==> config.mk <==
export PLATFORM = sky130hd
export DESIGN_NAME = iiitb_bcd2bin
export DESIGN_NICKNAME = d
export VERILOG_FILES = /design/src/rtl/iiitb_bcd2bin.sv
export SDC_FILE = /design/constraint.sdc
export NUM_CORES = 1
export LEC_CHECK = 0
export ABC_AREA = 1
export ABC_CLOCK_PERIOD_IN_PS = 2500
export BUFFER_PORTS_ARGS = -buffer_cell sky130_fd_sc_hd__buf_4
export CAP_MARGIN = 10
export CORE_MARGIN = 3
export CORE_UTILIZATION = 45
export CTS_CLUSTER_DIAMETER = 200
export CTS_CLUSTER_SIZE = 40
export DETAILED_ROUTE_END_ITERATION = 7
export GPL_TIMING_DRIVEN = 1
export PLACE_DENSITY = 0.66
export SETUP_SLACK_MARGIN = 0.15
export SYNTH_ARGS = -nofsm -noshare
export SYNTH_HDL_FRONTEND = slang
export SYNTH_SLANG_ARGS = --single-unit
==> constraint.sdc <==
create_clock -name CK -period 2.5 [get_ports CK]
set_input_delay 0.375 -clock CK [delete_from_list [all_inputs] [get_ports CK]]
set_output_delay 0.375 -clock CK [all_outputs]
set_load 0.01 [all_outputs]
==> src/rtl/iiitb_bcd2bin.sv <==
// Sequential BCD-to-binary converter: Horner accumulation, one digit per enabled clock, MSD first.
// Optional macro BCD_DIGIT_CHK_EN flags non-BCD nibbles via err and zeroes the result.
module iiitb_bcd2bin #(
    parameter int DIGITS = 2,
    parameter int BIN_W  = 7
) (
    input  logic                  CK,
    input  logic                  RN,
    input  logic                  EN,
    input  logic                  in_valid,
    output logic                  in_ready,
    input  logic [4*DIGITS-1:0]   bcd_in,
    output logic [BIN_W-1:0]      bin_out,
    output logic                  out_valid,
    input  logic                  out_ready,
    output logic                  busy,
    output logic                  err
);

    localparam int CNT_W = (DIGITS > 1) ? $clog2(DIGITS) : 1;

    typedef enum logic [1:0] {IDLE, CONV, DONE} state_t;

    state_t                state_q;
    logic [4*DIGITS-1:0]   shift_q;
    logic [BIN_W-1:0]      acc_q, acc_d;
    logic [BIN_W-1:0]      bin_q;
    logic [CNT_W-1:0]      cnt_q;
    logic                  in_ready_q, busy_q, out_valid_q;
    logic [3:0]            nib;
    logic                  last;

    // All arithmetic stays BIN_W wide so oversize values wrap modulo 2^BIN_W.
    always_comb begin
        nib   = shift_q[4*DIGITS-1 -: 4];
        acc_d = (acc_q * BIN_W'(10)) + BIN_W'(nib);
        last  = (cnt_q == CNT_W'(DIGITS-1));
    end

`ifdef BCD_DIGIT_CHK_EN
    logic flag_q, flag_d, err_q;
    always_comb flag_d = flag_q | (nib > 4'd9);
    assign err = err_q;
`else
    assign err = 1'b0;
`endif

    always_ff @(posedge CK or negedge RN) begin
        if (!RN) begin
            state_q     <= IDLE;
            shift_q     <= '0;
            acc_q       <= '0;
            bin_q       <= '0;
            cnt_q       <= '0;
            in_ready_q  <= 1'b1;
            busy_q      <= 1'b0;
            out_valid_q <= 1'b0;
`ifdef BCD_DIGIT_CHK_EN
            flag_q      <= 1'b0;
            err_q       <= 1'b0;
`endif
        end else begin
            case (state_q)
                IDLE: if (EN && in_valid) begin
                    shift_q    <= bcd_in;
                    acc_q      <= '0;
                    cnt_q      <= '0;
                    state_q    <= CONV;
                    in_ready_q <= 1'b0;
                    busy_q     <= 1'b1;
`ifdef BCD_DIGIT_CHK_EN
                    flag_q     <= 1'b0;
`endif
                end
                CONV: if (EN) begin
                    acc_q   <= acc_d;
                    shift_q <= shift_q << 4;
                    cnt_q   <= cnt_q + CNT_W'(1);
`ifdef BCD_DIGIT_CHK_EN
                    flag_q  <= flag_d;
`endif
                    if (last) begin
`ifdef BCD_DIGIT_CHK_EN
                        bin_q <= flag_d ? '0 : acc_d;
                        err_q <= flag_d;
`else
                        bin_q <= acc_d;
`endif
                        state_q     <= DONE;
                        busy_q      <= 1'b0;
                        out_valid_q <= 1'b1;
                    end
                end
                // Leaving DONE ignores EN so a stalled pipe can still drain.
                DONE: if (out_ready) begin
                    state_q     <= IDLE;
                    out_valid_q <= 1'b0;
                    in_ready_q  <= 1'b1;
                end
                default: begin
                    state_q     <= IDLE;
                    in_ready_q  <= 1'b1;
                    busy_q      <= 1'b0;
                    out_valid_q <= 1'b0;
                end
            endcase
        end
    end

    assign in_ready  = in_ready_q;
    assign busy      = busy_q;
    assign out_valid = out_valid_q;
    assign bin_out   = bin_q;

endmodule

**After elaboration in Yosys (flattened, before gate mapping)**

Index checks and enable logic that the tools add are counted.

- $mul: 1
- Reduce and logical (&&, ||, !) cells: 9
- Muxes and demuxes: 24
- Bitwise gates (word level): 3
- Equal/unequal tests: 6
- $add $sub $neg: 2

Operators with widths:

| operator | number |
|---|---|
| two-way mux 8 bit | 2 |
| case mux 8 bit (2 select lines) | 1 |
| two-way mux 7 bit | 2 |
| case mux 7 bit (2 select lines) | 1 |
| AND reduction 4 bit | 3 |
| two-way mux 1 bit | 9 |
| case mux 1 bit (3 select lines) | 3 |
| AND reduction 3 bit | 3 |
| two-way mux 2 bit | 4 |
| != test 2 bit, second input constant | 4 |
| adder 7 x 4 -> 7 bit | 1 |
| multiplier 7 x 3 -> 6 bit, second input constant | 1 |
| case mux 2 bit (3 select lines) | 1 |
| NOT 1 bit | 3 |
| equality test 2 x 1 -> 1 bit, second input constant | 1 |
| equality test 2 bit, second input constant | 1 |
| zero test 2 bit | 1 |
| case mux 1 bit (2 select lines) | 1 |
| nonzero test 2 bit | 1 |
| adder 1 bit, second input constant | 1 |
| logical AND 1 bit | 1 |

- Register bits: 28
- Logic and storage cells: 53
- Input bits: 13
- Output and inout port bits: 11

**Longest topological paths before layout**

Gate-level depths: netlist (run 1).

- Depth in word-level cells: 4
- Gate-level depth with buffers: 12
- Depth with buffers taken out: 12

**Worst setup path before layout (run 1)**

No wires, ideal clock.

- Path type: reg2reg
- Start point: register acc_q[1]
- End point: register bin_q[6] (netlist: bin_out[6])
- Path buffers: 0
- Setup time: 0.117 ns
- Required time: 2.383 ns
- Arrival time: 1.723 ns
- Period minus slack after synthesis: 1.840 ns
- Cell stages (with the launch flop): 11
- Path slack: 0.660 ns
- Cell sequence: dfrtp_1 -> ha_1 -> ha_1 -> inv_1 -> fa_1 -> nor2_1 -> nand2_1 -> inv_1 -> nand2_1 -> nand3_1 -> nand2_1

- Longest elaborated chain between the ends: 2

RTL lines:

| item | RTL line | source |
|---|---|---|
| start, declared | 26 | `logic [BIN_W-1:0] acc_q, acc_d;` |
| start signal, assigned | 52 | `acc_q <= '0;` |
| start signal, assigned | 66 | `acc_q <= '0;` |
| start signal, assigned | 76 | `acc_q <= acc_d;` |
| multiplier 7 x 3 -> 6 bit | 36 | `acc_d = (acc_q * BIN_W'(10)) + BIN_W'(nib);` |
| adder 7 x 4 -> 7 bit | 36 |  |
| end signal, assigned | 53 | `bin_q <= '0;` |
| end signal, assigned | 87 | `bin_q <= acc_d;` |
| end, declared | 27 | `logic [BIN_W-1:0] bin_q;` |

Every way passes these cells.
A chain may end at the register's enable or synchronous reset.

**Final worst setup path (run 1)**

Same ends and word-level chain as after synthesis.

==> flow_summary.ini, run 1 <==
[status]
status = completed

[worst_setup_path]
cp_common_cell = nand2_1
worstPathCellList = ha_1 > ha_1 > inv_1 > fa_1 > nor2_1 > nand2_1 > inv_1 > nand2_1 > nand3_1 > nand2_1
cpMaxStageDelayCell = dfrtp_1
path_delay_family = adder cells
cp.arrival_ns = 2.20
critPathMaxFanout = 4
path_buf_inv = 2
startpoint_type = register
end_kind = register
slowest_delay_ns = 0.46
critPathRequiredTime_ns = 2.73
ff2ff_path_depth = 10
crit_type = register to register
cp.depth = 10

[timing]
period_minus_slack_ns = 1.97
hold_ws_ns = 0.251
slew_viol_final = 0
fin_skew_ns = 0.00825
hold_viol = 0
fmax_mhz = 507
setup_viol = 0
fin_ws_ns = 0.529
timing.final.crit_share = 0.788
fin_tns_setup_ns = 0
rsz0062_at_grt = false

[place]
dpl.hpwl_um = 2210
place_worst_setup_slack_ns = 0.543
placed_area_um2 = 1650
port_buffers = 22
globalplace.congestion = 0.848

[detailed_routing]
route.vias.total = 1155
viasPerCell = 4.87
wl_um = 2780
drtPass1Iterations = 4
ant_nets = 0
drc_errors = 0
wl_per_cell_um = 11.7
drtIter0Drc = 50

[cts]
clk_pin_slew_ns = 0.14
cts_tree = built
cts_max_level = 1
post-cts-setup-buffers = 0
clk_path_buf_depth = 2
cts_hold_buffers = 1
post_cts_resized = 0
worst_skew_pair.late_latency_ns = 0.32
cts-root-buf = clkbuf_4
numCtsBuffers = 3
clkSinkCount = 27

[power_and_ir_drop]
peakVddDrop_uv = 580
powerDensity_nw_per_um2 = 1200
power_leakage_nw = 0.899

[synth]
synth_nets = 192
synth-async-reset-ratio = 1.00
yosysSeqAreaShare = 0.462
synth_edf_count = 0
ys_ff_latch = 27
yosys.cell_types.count = 30
syn_area_um2 = 1460
yosysWarnings = 0
synth-main-ff-cell = dfrtp_1
synth_cells = 169
syn_area_per_cell_um2 = 8.66

[finish]
multi_input_area_um2 = 674
fillers = 302
layout-drive-gt1-share = 0.202
seq_area_um2 = 677
final_nets = 217
areaGrowthSynthToFinish_pct = 15.5
stdcell_area_um2 = 1690
antenna_cells = 0

[floorplanning]
placementRows = 20
die_w_um = 63.0
core_area_um2 = 3080
start_util = 0.476
dieHeight_um = 63.0
dieArea_um2 = 3970
io_pins = 24

[global_route]
antenna_found_initial = 0
grt_first_pass_wirelength_um = 4760
grt_usage = 0.150
grt_max_degree = 28
gr-total-overflow = 0
grt_pass1_vias = 1104

[flow_run]
drv_cap = 0

[worst_hold_path]
hold_path_class = primary input to register
whs_path_depth = 3
-- power breakdown --
group	switching (mW)	total (mW)	internal, mW
logic	0.646	1.09	0.443
clock network	0.122	0.185	0.0625
registers	0.129	0.762	0.633
-- metrics by stage --
stage                     power [mW]   util  instances
after floorplan                 1.57      -        169
after global placement          1.83  0.537        232
after detailed placement        1.88  0.537        232
after CTS                       2.07  0.549        237
after global routing            2.25  0.549        237
final                           2.04  0.549        237
-- layout by cell type (no fill, tap or decap), drive strengths merged, types with 2 or more instances in the layout --
cell type,instances
nand3,10
ha,8
nor2,12
a21oi,2
a22o,3
inv,22
clkbuf,4
xnor2,2
nand2,59
o21ai,9
fa,2
dfrtp,26
a31oi,3
buf,22
-- final timing paths --
path	end	start	slack [ns]
worst min register to register	in_ready	in_ready	0.48
worst min-delay path	shift_q[0]	bcd_in[0]	0.25
max in group asynchronous	in_ready	RN	1.71
worst max register to register	bin_out[6]	acc_q[1]	0.53
worst max-delay path	bin_out[6]	acc_q[1]	0.53
min in group asynchronous	shift_q[1]	RN	0.48
-- worst reg2reg max path, cell delays in order, from the launching register on --
cell     delay (ns)
dfrtp_1        0.46
ha_1           0.32
ha_1           0.19
inv_1          0.07
fa_1           0.44
nor2_1         0.12
nand2_1        0.07
inv_1          0.06
nand2_1        0.05
nand3_1        0.06
nand2_1        0.05
-- synth_stat cells (2+ instances only) --
library cell	number	area (µm²)
xnor2_1	2	17.5
inv_2	4	15.0
a21oi_1	2	10.0
nand3_1	10	50.1
dfrtp_1	26	651
o21ai_2	2	17.5
nand2_1	57	214
o21ai_0	6	30.0
buf_6	2	22.5
fa_1	2	40.0
nor2_4	2	22.5
ha_1	8	100
a31oi_1	3	18.8
nor2_2	2	12.5
inv_1	18	67.6
a22o_1	3	26.3
nor2_1	7	26.3
-- flip-flops by register name (all words and copies together), names as in the netlist --
signal and cells:
shift_q 8, bin_out 7, acc_q 6, state_q 2
busy 1, cnt_q 1, in_ready 1, out_valid 1
-- layer usage --
metal | up-vias | GRT usage | routed length, µm
li1 | 585 | - | -
met1 | 548 | 0.184 | 1230
met2 | 17 | 0.264 | 1420
met3 | 5 | 0.0216 | 85
met4 | 0 | 0.0579 | 44
met5 | - | 0 | 0
-- cell type report --
type	count	area share
Multi-Input combinational cell	117	0.399
Inverter	22	0.0489
Tap cell	44	0.0326
Clock buffer	4	0.0155
Timing Repair Buffer	23	0.104
Sequential cell	27	0.400
-- logic make-up after synthesis --
| family | count (synthesis) | share of synthesized area |
|---|---|---|
| DFF | 27 | 0.462 |
| xor gates and xnor gates | 3 | 0.0180 |
| adders and majority gates | 10 | 0.0957 |
| buffers and inverters | 25 | 0.0769 |
| other | 1 | 0.00256 |
| and+or+nand+nor | 83 | 0.256 |
| AOI/OAI and AO/OA | 20 | 0.0889 |
Power figures use the tool's default switching activity.
==> run 2, diff against run 1 <==
--- a/config.mk
+++ b/config.mk
@@ -5,8 +5,8 @@
 export SDC_FILE = /design/constraint.sdc
 export NUM_CORES = 1
 export LEC_CHECK = 0
-export ABC_AREA = 1
-export ABC_CLOCK_PERIOD_IN_PS = 2500
+export ABC_AREA = 0
+export ABC_CLOCK_PERIOD_IN_PS = 1700
 export BUFFER_PORTS_ARGS = -buffer_cell sky130_fd_sc_hd__buf_4
 export CAP_MARGIN = 10
 export CORE_MARGIN = 3
@@ -15,7 +15,7 @@
 export CTS_CLUSTER_SIZE = 40
 export DETAILED_ROUTE_END_ITERATION = 7
 export GPL_TIMING_DRIVEN = 1
-export PLACE_DENSITY = 0.66
+export PLACE_DENSITY = 0.69
 export SETUP_SLACK_MARGIN = 0.15
 export SYNTH_ARGS = -nofsm -noshare
 export SYNTH_HDL_FRONTEND = slang
==> constraint.sdc (replaced) <==
create_clock -name CK -period 1.7 [get_ports CK]
set_input_delay 0.255 -clock CK [delete_from_list [all_inputs] [get_ports CK]]
set_output_delay 0.255 -clock CK [all_outputs]
set_load 0.01 [all_outputs]
==> run 2 against run 1 <==
  * The run now ends with negative setup slack left
  * Synthesized cell count shrank 20%
  * Clock power grew 55%
  * Sequential power increased by 52%
  * Utilization increased by 8.1 points
  * Synthesized area decreased by 1.3%
  * First-iteration DRC count down 34%
  * Register-to-register slack lost 0.75 ns
  * Largest cell class is now multi-input combinational cells
==> flow_summary.ini, run 2 <==
[worst_setup_path]
worstPathCellList = ha_1 > ha_2 > inv_2 > fa_2 > nand2b_4 > a21oi_2 > xnor2_1 > o21ai_1
critPathRequiredTime_ns = 1.93
path_delay_family = adder cells
crit_type = register to register
ff2ff_path_depth = 8
cp.arrival_ns = 2.15
cp.depth = 8
path_buf_inv = 1
end_kind = register
critPathMaxFanout = 2
slowest_delay_ns = 0.44
startpoint_type = register
cpMaxStageDelayCell = fa_2

[finish]
max_flop_register = shift_q
antenna_cells = 0
fillers = 274
final_nets = 193
final_common_cell = buf_4
stdcell_area_um2 = 1830
layout-drive-gt1-share = 0.367
stdcell_count = 211
largest_reg_flops = 8
areaGrowthSynthToFinish_pct = 26.4
layout_common_cells = buf_4 (32), nand2_1 (25), dfrtp_1 (25)
fin_util = 0.630

[power_and_ir_drop]
power_leakage_nw = 0.846
internal-power_mw = 2.03
combPwrFrac = 0.562
switching_share = 0.388
p_clk_frac = 0.086
p_sw_mw = 1.28
peakVddDrop_uv = 897
powerDensity_nw_per_um2 = 1810
p_seq_frac = 0.351

[timing]
fin_skew_ns = 0.00509
rsz0062_at_grt = true
slew_viol_final = 0
period_minus_slack_ns = 1.92
fmax_mhz = 521
fin_ws_ns = -0.221
hold_viol = 0
setup_viol = 3
timing.final.crit_share = 1.13

[detailed_routing]
drc_errors = 0
drtPass1Iterations = 4
drtIter0Drc = 33
ant_nets = 0
route.vias.total = 1025
viasPerCell = 4.86
wl_um = 2850
wl_per_cell_um = 13.5

[floorplanning]
core_area_um2 = 2900
placementRows = 19
dieArea_um2 = 3930
io_pins = 24
dieHeight_um = 62.7
start_util = 0.498
die_w_um = 62.7

[synth]
synth_top_area_cell = dfrtp_1
synth-async-reset-ratio = 1.00
synth.area.top_cells = dfrtp_1 (45%), ha_1 (6.9%), nand2_1 (6.5%), mux2_2 (3.9%), xnor2_1 (3.6%)
synth_cells = 136
ys_ff_latch = 27
synth_edf_count = 0
yosysMostFrequentCell = dfrtp_1
netlist.area_leader.share = 0.450
syn_area_per_cell_um2 = 10.6
yosysSeqAreaShare = 0.468
syn_area_um2 = 1450
yosysWarnings = 0
synth_common_cells = dfrtp_1 (26), nand2_1 (25), a21oi_1 (9), o21ai_1 (9), ha_1 (8)
synth-main-ff-cell = dfrtp_1
yosys.cell_types.count = 32
synth_nets = 159

[worst_hold_path]
whs_path_depth = 3
hold_path_class = primary input to register

[place]
dp_cells = 204
place_worst_setup_slack_ns = -0.252
placed_area_um2 = 1740
globalplace.congestion = 0.786
dpl.hpwl_um = 2120
port_buffers = 22

[cts]
numCtsBuffers = 3
clk_path_buf_depth = 2
clkSinkCount = 27
cts-root-buf = clkbuf_4
worst_skew_pair.late_latency_ns = 0.33
cts_max_level = 1
clk_pin_slew_ns = 0.15
cts_tree = built

[flow_run]
drv_cap = 0

[status]
status = complete, but fails checks
failed_checks = negative setup slack

[global_route]
grt_first_pass_wirelength_um = 5060
grt_pass1_vias = 1092
antenna_found_initial = 0
grt_usage = 0.161
grt_max_degree = 28
gr-total-overflow = 0
## run 2: path summary, 6_finish.rpt
check                           startpoint         end  slack [ns]
worst max-delay path              acc_q[3]  bin_out[6]       -0.22
worst min-delay path             out_ready    in_ready        0.17
worst max register to register    acc_q[3]  bin_out[6]       -0.22
worst min register to register  bin_out[3]  bin_out[3]        0.50
max in group asynchronous               RN    in_ready        1.04
min in group asynchronous               RN  shift_q[0]        0.36
## run 2: per-layer routing
metal | vias to the layer above | track usage | routed length (µm) | share of wire
met5 | - | 0 | 0 | 0
met4 | 0 | 0.0496 | 29 | 0.010
met3 | 4 | 0.0216 | 73 | 0.026
met2 | 16 | 0.284 | 1470 | 0.51
met1 | 479 | 0.203 | 1280 | 0.45
li1 | 526 | - | - | -
## run 2: logic make-up after synthesis
kind of cell / Yosys count / share of synthesized area
xor gates and xnor gates: 7 / 0.0424
other: 1 / 0.00259
DFF: 27 / 0.468
adders and majority gates: 10 / 0.0970
muxes: 9 / 0.0667
and+or+nand+nor: 44 / 0.163
buffers and inverters: 8 / 0.0364
AOI/OAI and AO/OA: 30 / 0.124
## run 2: layout make-up
cell class	instances	area (µm²)	area share
well taps	42	52.6	0.0288
clock inverters	1	5.00	0.00274
multi-input cells	101	796	0.436
repair buffers	34	262	0.143
clock buffers	3	22.5	0.0123
flip-flops and latches	27	678	0.371
inverters	3	11.3	0.00616
## run 2: power by group through the flow
stage               sequential [mW]  combinational [mW]  clock, mW
CTS                            1.17                1.75      0.289
floorplan                      1.17                1.12          0
global route                   1.21                2.05      0.332
global placement               1.16                1.61          0
finish                         1.16                1.86      0.286
detailed placement             1.18                1.67          0
## run 2: per-stage QoR
step / hold WS [ns] / TNS (ns) / power, mW
after floorplan: -0.0406 / -0.522 / 2.29
after global placement: 0.186 / -0.495 / 2.77
after detailed placement: 0.193 / -0.649 / 2.84
after CTS: 0.170 / -0.619 / 3.21
after global routing: 0.169 / -1.01 / 3.59
final: 0.173 / -0.584 / 3.31
## run 2: tightest hold or removal path, stage by stage
cell,delay [ns]
buf_4,0.09
nor3_1,0.04
nor2_1,0.09
## run 2: what timing repair did
action	in CTS	in global routing
buffers inserted	2	0
pin swaps	8	3
endpoints found under the hold margin	26	0
hold buffers	1	0
endpoints found under the setup margin	7	9
resized for setup	3	5
==> run 3, diff against run 2 <==
--- a/config.mk
+++ b/config.mk
@@ -6,7 +6,7 @@
 export NUM_CORES = 1
 export LEC_CHECK = 0
 export ABC_AREA = 0
-export ABC_CLOCK_PERIOD_IN_PS = 1700
+export ABC_CLOCK_PERIOD_IN_PS = 1690
 export BUFFER_PORTS_ARGS = -buffer_cell sky130_fd_sc_hd__buf_4
 export CAP_MARGIN = 10
 export CORE_MARGIN = 3
==> constraint.sdc (replaced) <==
create_clock -name CK -period 1.69 [get_ports CK]
set_input_delay 0.2535 -clock CK [delete_from_list [all_inputs] [get_ports CK]]
set_output_delay 0.2535 -clock CK [all_outputs]
set_load 0.01 [all_outputs]
==> run 3 against run 2 <==
  * The run still ends with negative setup slack left
  * Global-route usage unchanged
  * Clock skew increased by 0.0015 ns
  * Largest cell class unchanged
  * Final cell count did not move
  * Register-to-register slack about the same
  * First-iteration DRC count up 6.1%
  * Highest routed layer unchanged
  * Sequential power hardly changed
  * Critical endpoint unchanged
  * Setup slack got worse by 0.0048 ns
  * Sequential cell count stayed put
  * Design area unchanged
  * Total power up 0.29%
==> flow_summary.ini, run 3 (synthesis gave the netlist of run 2 again) <==
[status]
status = complete, but fails checks
failed_checks = negative setup slack

[place]
dpl.hpwl_um = 2120
port_buffers = 22
place_worst_setup_slack_ns = -0.262
globalplace.congestion = 0.786

[floorplanning]
die_w_um = 62.7
io_pins = 24
dieArea_um2 = 3930
core_area_um2 = 2900
start_util = 0.498
dieHeight_um = 62.7
placementRows = 19

[finish]
fin_util = 0.630
final_nets = 193
layout-drive-gt1-share = 0.367
layout_common_cells = buf_4 (32), nand2_1 (25), dfrtp_1 (25)
largest_reg_flops = 8
final_common_cell = buf_4
max_flop_register = shift_q
areaGrowthSynthToFinish_pct = 26.4
antenna_cells = 0

[global_route]
grt_max_degree = 28
grt_usage = 0.161
gr-total-overflow = 0
grt_pass1_vias = 1091
grt_first_pass_wirelength_um = 5060
antenna_found_initial = 0

[timing]
rsz0062_at_grt = true
slew_viol_final = 0
fmax_mhz = 522
setup_viol = 3
hold_viol = 0
timing.final.crit_share = 1.13
period_minus_slack_ns = 1.92
fin_skew_ns = 0.00659
fin_ws_ns = -0.226

[power_and_ir_drop]
power_leakage_nw = 0.846
powerDensity_nw_per_um2 = 1820
total_power_mw = 3.32
peakVddDrop_uv = 904

[worst_setup_path]
ff2ff_path_depth = 8
startpoint_type = register
ff2ff_setup_slack_ns = -0.23
reg2reg_from = acc_q[3]
critPathRequiredTime_ns = 1.92
critPathMaxFanout = 2
r2r_end = bin_out[6]
crit_type = register to register
end_kind = register
cp.arrival_ns = 2.14

[cts]
clkSinkCount = 27
cts_max_level = 1
cts_tree = built
clk_pin_slew_ns = 0.15
numCtsBuffers = 3
cts-root-buf = clkbuf_4
clk_path_buf_depth = 2
worst_skew_pair.late_latency_ns = 0.32

[detailed_routing]
drtIter0Drc = 35
wl_per_cell_um = 13.5
viasPerCell = 4.83
wl_um = 2850
drc_errors = 0
ant_nets = 0
route.vias.total = 1019
drtPass1Iterations = 4

[worst_hold_path]
hold_path_class = primary input to register
whs_endpoint = in_ready
whs_path_depth = 3
min-delay-start = out_ready

[flow_run]
drv_cap = 0
## run 3: what timing repair did
item                                    CTS  global route
resized for setup                         3             5
pin swaps                                 9             1
hold buffers                              1             0
setup buffers                             2             0
hold endpoints to repair                 26             0
endpoints found under the setup margin    7             9
## run 3: worst max-delay path, cell delays in order (launching register included)
cell and delay (ns):
dfrtp_1 0.41, ha_1 0.29, ha_2 0.17, inv_2 0.05
fa_2 0.44, nand2b_4 0.16, a21oi_2 0.11, xnor2_1 0.12
o21ai_1 0.07
## run 3: power by group
part	switching (mW)	internal (mW)	total (mW)	leakage (nW)
Clock	0.193	0.0887	0.282	0.0177
Combinational	0.844	1.02	1.87	0.489
Sequential	0.246	0.924	1.17	0.339
Total	1.28	2.04	3.32	0.846
## run 3: layer usage
metal  up-vias  track usage  share of wire
met1       476        0.200           0.43
li1        527            -              -
met4         0       0.0496         0.0067
met3         2       0.0216          0.029
met5         -            0              0
met2        14        0.286           0.53
## run 3: how the worst max path moves through the flow
| stage | from | endpoint | depth (start not counted) |
|---|---|---|---|
| 2_1_floorplan | acc_q[1] | bin_out[6] | 8 |
| 3_3_place_gp | acc_q[3] | bin_out[6] | 8 |
| 3_5_place_dp | acc_q[1] | bin_out[6] | 8 |
| 4_1_cts | acc_q[3] | bin_out[6] | 8 |
| 5_1_grt | acc_q[3] | bin_out[6] | 8 |
| 6_report | acc_q[3] | bin_out[6] | 8 |
## run 3: layout make-up
| type | instances | area [µm²] |
|---|---|---|
| flip-flops and latches | 27 | 678 |
| clock buffers | 3 | 22.5 |
| clock inverters | 1 | 5.00 |
| well taps | 42 | 52.6 |
| inverters | 3 | 11.3 |
| multi-input cells | 101 | 796 |
| repair buffers | 34 | 262 |
| fillers | 274 | 1070 |
## run 3: per-stage QoR
step	setup TNS, ns	hold slack, ns	instances	instance area [µm²]
after floorplan	-0.552	-0.0421	136	1490
after global placement	-0.525	0.185	204	1740
after detailed placement	-0.683	0.191	204	1740
after CTS	-0.649	0.168	211	1810
after global routing	-1.05	0.168	211	1830
final	-0.604	0.178	211	1830
